[config.mk]
export PLATFORM = sky130hd
export DESIGN_NAME = cms_axis_downsizer
export DESIGN_NICKNAME = d
export VERILOG_FILES = /design/src/rtl/cms_axis_downsizer.sv
export SDC_FILE = /design/constraint.sdc
export NUM_CORES = 1
export LEC_CHECK = 0
export ABC_AREA = 1
export CORE_AREA = 5 5 248 250
export DETAILED_ROUTE_END_ITERATION = 7
export DIE_AREA = 0 0 253 255
export DONT_BUFFER_PORTS = 1
export MAX_ROUTING_LAYER = met4
export PLACE_DENSITY = 0.66
export SYNTH_ARGS = -nofsm -noshare
export SYNTH_HDL_FRONTEND = slang
export SYNTH_SLANG_ARGS = --single-unit
[constraint.sdc]
create_clock -name clk -period 35.5 [get_ports clk]
set_input_delay 7.1 -clock clk [delete_from_list [all_inputs] [get_ports clk]]
set_output_delay 7.1 -clock clk [all_outputs]
set_load 0.05 [all_outputs]
[src/rtl/cms_axis_downsizer.sv]
// cms_axis_downsizer
//   Splits each IN_WIDTH-bit upstream AXI-Stream packet into R = IN_WIDTH/OUT_WIDTH
//   OUT_WIDTH-bit downstream beats, least-significant slice first. A new packet is
//   accepted on the cycle the last beat of the current one completes, so sustained
//   traffic runs at one beat per cycle with no bubble between packets.
//
// Ports
//   clk, rst            : clock, asynchronous active-high reset
//   S_AXIS_t*           : upstream stream (tvalid/tready/tdata[IN_WIDTH]/tlast)
//   M_AXIS_t*           : downstream stream (tvalid/tready/tdata[OUT_WIDTH]/tlast)
//   packet_count        : upstream packets accepted (stats build only, else 0)
//   transfer_count      : downstream beats sent with tlast=1 (stats build only, else 0)
//
// Build option
//   CMS_DOWNSIZER_STATS_EN : when defined, builds the two 32-bit wrapping counters.

module cms_axis_downsizer #(
  parameter int IN_WIDTH  = 512,
  parameter int OUT_WIDTH = 64
) (
  input  logic                 clk,
  input  logic                 rst,
  input  logic                 S_AXIS_tvalid,
  output logic                 S_AXIS_tready,
  input  logic [IN_WIDTH-1:0]  S_AXIS_tdata,
  input  logic                 S_AXIS_tlast,
  output logic                 M_AXIS_tvalid,
  input  logic                 M_AXIS_tready,
  output logic [OUT_WIDTH-1:0] M_AXIS_tdata,
  output logic                 M_AXIS_tlast,
  output logic [31:0]          packet_count,
  output logic [31:0]          transfer_count
);

  localparam int R     = IN_WIDTH / OUT_WIDTH;
  localparam int IDX_W = $clog2(R);
  localparam logic [IDX_W-1:0] IDX_LAST = IDX_W'(R - 1);

  typedef enum logic {IDLE, SEND} state_t;

  state_t                      state_q, state_d;
  logic [IDX_W-1:0]            idx_q, idx_d;
  logic [R-1:0][OUT_WIDTH-1:0] hold_q, hold_d;
  logic                        last_q, last_d;

  logic idx_last;
  logic s_fire;
  logic m_fire;

  assign idx_last      = (idx_q == IDX_LAST);
  assign M_AXIS_tvalid = (state_q == SEND);
  assign M_AXIS_tdata  = hold_q[idx_q];
  assign M_AXIS_tlast  = (state_q == SEND) && idx_last && last_q;
  // Ready is combinational on the sink's ready during the last beat so the next
  // packet can be loaded in the same cycle the final slice leaves.
  assign S_AXIS_tready = !rst && ((state_q == IDLE) || (idx_last && M_AXIS_tready));
  assign s_fire        = S_AXIS_tvalid && S_AXIS_tready;
  assign m_fire        = M_AXIS_tvalid && M_AXIS_tready;

  always_comb begin
    state_d = state_q;
    idx_d   = idx_q;
    hold_d  = hold_q;
    last_d  = last_q;
    unique case (state_q)
      IDLE: begin
        if (s_fire) begin
          hold_d  = S_AXIS_tdata;
          last_d  = S_AXIS_tlast;
          idx_d   = '0;
          state_d = SEND;
        end
      end
      SEND: begin
        if (m_fire) begin
          if (!idx_last) begin
            idx_d = idx_q + 1'b1;
          end else if (s_fire) begin
            hold_d = S_AXIS_tdata;
            last_d = S_AXIS_tlast;
            idx_d  = '0;
          end else begin
            idx_d   = '0;
            state_d = IDLE;
          end
        end
      end
      default: state_d = IDLE;
    endcase
  end

  always_ff @(posedge clk or posedge rst) begin
    if (rst) begin
      state_q <= IDLE;
      idx_q   <= '0;
      hold_q  <= '0;
      last_q  <= 1'b0;
    end else begin
      state_q <= state_d;
      idx_q   <= idx_d;
      hold_q  <= hold_d;
      last_q  <= last_d;
    end
  end

`ifdef CMS_DOWNSIZER_STATS_EN
  logic [31:0] pkt_cnt_q, pkt_cnt_d;
  logic [31:0] xfer_cnt_q, xfer_cnt_d;

  always_comb begin
    pkt_cnt_d  = pkt_cnt_q + {31'd0, s_fire};
    xfer_cnt_d = xfer_cnt_q + {31'd0, m_fire && M_AXIS_tlast};
  end

  always_ff @(posedge clk or posedge rst) begin
    if (rst) begin
      pkt_cnt_q  <= '0;
      xfer_cnt_q <= '0;
    end else begin
      pkt_cnt_q  <= pkt_cnt_d;
      xfer_cnt_q <= xfer_cnt_d;
    end
  end

  assign packet_count   = pkt_cnt_q;
  assign transfer_count = xfer_cnt_q;
`else
  assign packet_count   = '0;
  assign transfer_count = '0;
`endif

endmodule

==> reports/metrics.csv <==
stage,metric,value,unit
status,status,finished with violations,
status,failed_checks,slew limit,
grt,grt_remaining_overflow,0,
cells_and_area,final_common_cell,nand2_1,
grt,grt_busiest_layer,met1,
floorplanning,pin_count,648,
placement,dpl.hpwl,57300,um
critical_path,cp-start-kind,input port,
placement,io_buffers,0,
route,wl_per_cell,19.00,um
grt,gr-usage-met3,0.04939,
critical_path,critPathArrivalTime,7.72,ns
route,vias,23790,
route,drt-vias-per-instance,5.100,
floorplanning,dieArea,64520,um2
sta,fmax,67.50,MHz
power_and_ir_drop,power_frac_seq,0.340,
clocking,cts_hold_buffers,0,
yosys,yosys.cell_types.count,17,
yosys,netlist.area_leader.share,0.4670,
cells_and_area,multiInputGateArea,11190,um2
floorplanning,fp-row-count,89,
sta,worst_slew_pin_slew,2.471,ns
clocking,clk_latency,0.60,ns
grt,use_met1,0.3962,
sta,fin_crit,14.82,ns
sta,period_share,0.4173,
critical_path,worst_path_max_delay_cell,a21oi_4,
power_and_ir_drop,power_switching,1.451,mW
sta,setup_violations,0,
sta,hold_viol,0,
worst_hold_path,hold_path.class,reg -> reg,
clocking,cts.sinks,517,
critical_path,path_buf_inv,0,
yosys,ys_seq_area_frac,0.4670,
clocking,numCtsBuffers,58,
sta,fin_hold_ws,0.4674,ns
floorplanning,die_x,253,um
sta,skew,0.01693,ns
yosys,synthTopCellsByArea,"dfrtp_1 47%, nand2_1 25%, nand3_1 14%, inv_1 7.0%, buf_4 2.7%",
power_and_ir_drop,max-vdd-ir-drop,0.00005771,V
grt,grt_max_degree,516,
grt,gr-usage-met2,0.3779,
grt,grt_pass1_vias,21480,
route,drt-initial-drc-count,2618,
grt,grt_pass1_wl,131300,um
cells_and_area,layout_common_cells,"1864 x nand2_1, 774 x nand3_1, 514 x dfrtp_1, 514 x inv_1, 64 x conb_1",
flow_run,drv_cap,0,
yosys,yosysTopAreaCell,dfrtp_1,
floorplanning,core,58800,um2
power_and_ir_drop,p_int,1.537,mW
sta,rsz0062_at_grt,false,
cells_and_area,nNetsFinal,4348,
clocking,clk_path_buf_depth,3,
cells_and_area,drive_gt1_frac,0.03100,
critical_path,critPathTopFamily,compound AO/OA/AOI/OAI gates,
clocking,cts_root_buf,clkbuf_16,
power_and_ir_drop,leakage,16.94,nW
sta,tns,0,ns
cells_and_area,regArea,12950,um2
critical_path,end_kind,output port,
critical_path,crit_chain,"nand2_1, a21oi_4",
power_and_ir_drop,p_per_area,102.4,nW/um2
route,drc,0,
critical_path,reg2reg_slack,30.18,ns
clocking,post_cts_buffers,0,
power_and_ir_drop,p_sw_frac,0.4856,
clocking,ctsResizeCount,0,
power_and_ir_drop,comb_power_share,0.462,
grt,antenna_found_initial,16,
floorplanning,die_h,255,um
clocking,clk_pin_slew,0.06,ns
placement,place_congestion,0.8971,
clocking,tritoncts,yes,
critical_path,worstPathMaxFanout,4,
critical_path,critPathKind,in -> out,
yosys,ys.warnings.count,0,
cells_and_area,area_growth,5.275,%
cells_and_area,fillers,6017,
yosys,syn_inst,4014,
sta,final_max_slew_viol_count,312,
route,ant_nets,0,
route,drt_wl_total,88620,um
sta,slew_headroom,-0.6472,
yosys,avgSynthCellArea,6.902,um2
critical_path,required,28.40,ns
floorplanning,start_util,0.4712,
power_and_ir_drop,pwr-share-clk,0.198,
yosys,synth_seq_cells,517,
critical_path,cp_slowest_stage_delay,0.52,ns
grt,grtUsageTotal,0.2682,
clocking,htree_levels,2,
route,first_pass_iters,6,
yosys,syn_area,27710,um2
-- per-stage QoR --
| stage | cell area (um2) | total power, mW | setup slack (ns) | cells | utilization |
|---|---|---|---|---|---|
| after floorplan | 27940 | 2.103 | 13.94 | 4077 | - |
| after global placement | 27280 | 2.373 | 20.65 | 4542 | 0.4639 |
| after detailed placement | 27280 | 2.396 | 20.65 | 4542 | 0.4639 |
| after CTS | 29110 | 2.997 | 20.65 | 4644 | 0.4952 |
| after global routing | 29150 | 3.218 | 20.65 | 4660 | 0.4959 |
| final | 29170 | 2.988 | 20.68 | 4665 | 0.4961 |
-- registers in the layout, summed over array words and instances, names as in the netlist --
signal and flops:
last_q 1, hold_q 512, idx_q 3, M_AXIS_tvalid 1
-- layer usage --
metal / vias up / wire length [um]
met5: - / 0
met4: 0 / 2552
met3: 113 / 7134
met2: 929 / 38930
met1: 11080 / 40000
li1: 11670 / -
-- final timing paths --
path / from / endpoint / depth (start not counted)
worst min register to register: hold_q[331] / hold_q[331] / 2
min in group asynchronous: rst / hold_q[257] / 1
worst max register to register: idx_q[1] / hold_q[137] / 11
worst max-delay path: M_AXIS_tready / S_AXIS_tready / 2
worst min-delay path: hold_q[331] / hold_q[331] / 2
max in group asynchronous: rst / hold_q[281] / 3
-- power by group through the flow --
stage	Combinational [mW]	Clock, mW	Sequential (mW)
floorplan	1.12	0	0.980
global placement	1.36	0	1.01
detailed placement	1.38	0	1.02
CTS	1.38	0.602	1.01
global route	1.54	0.625	1.05
finish	1.38	0.590	1.02
-- kinds of logic (layout without fill, tap and decap cells) --
| logic type | after synthesis | count (layout) | share of synthesized area |
|---|---|---|---|
| other cells | 1 | 85 | 0.0001354 |
| fa+ha+maj | 2 | 2 | 0.0009031 |
| simple gates | 2641 | 2641 | 0.3930 |
| flops | 517 | 517 | 0.4670 |
| buf+inv | 850 | 644 | 0.1383 |
| compound gates | 3 | 3 | 0.0006775 |
-- synthesized netlist by cell type, drive strengths merged --
library cell  instances
nand3b                1
o21ai                 2
conb                  1
nand3               774
buf                 258
ha                    2
nand2              1865
nor2                  1
inv                 518
clkbuf               74
a21oi                 1
dfrtp               517
-- area by class of cell --
class	instances	share of cell area
diodes	21	0.001802
clock buffers	86	0.05821
clock inverters	16	0.004805
inverters	518	0.06735
multi-input cells	2710	0.3838
flip-flops and latches	517	0.4439
well taps	773	0.03316
repair buffers	24	0.007035
(Power assumes the default switching activity.)
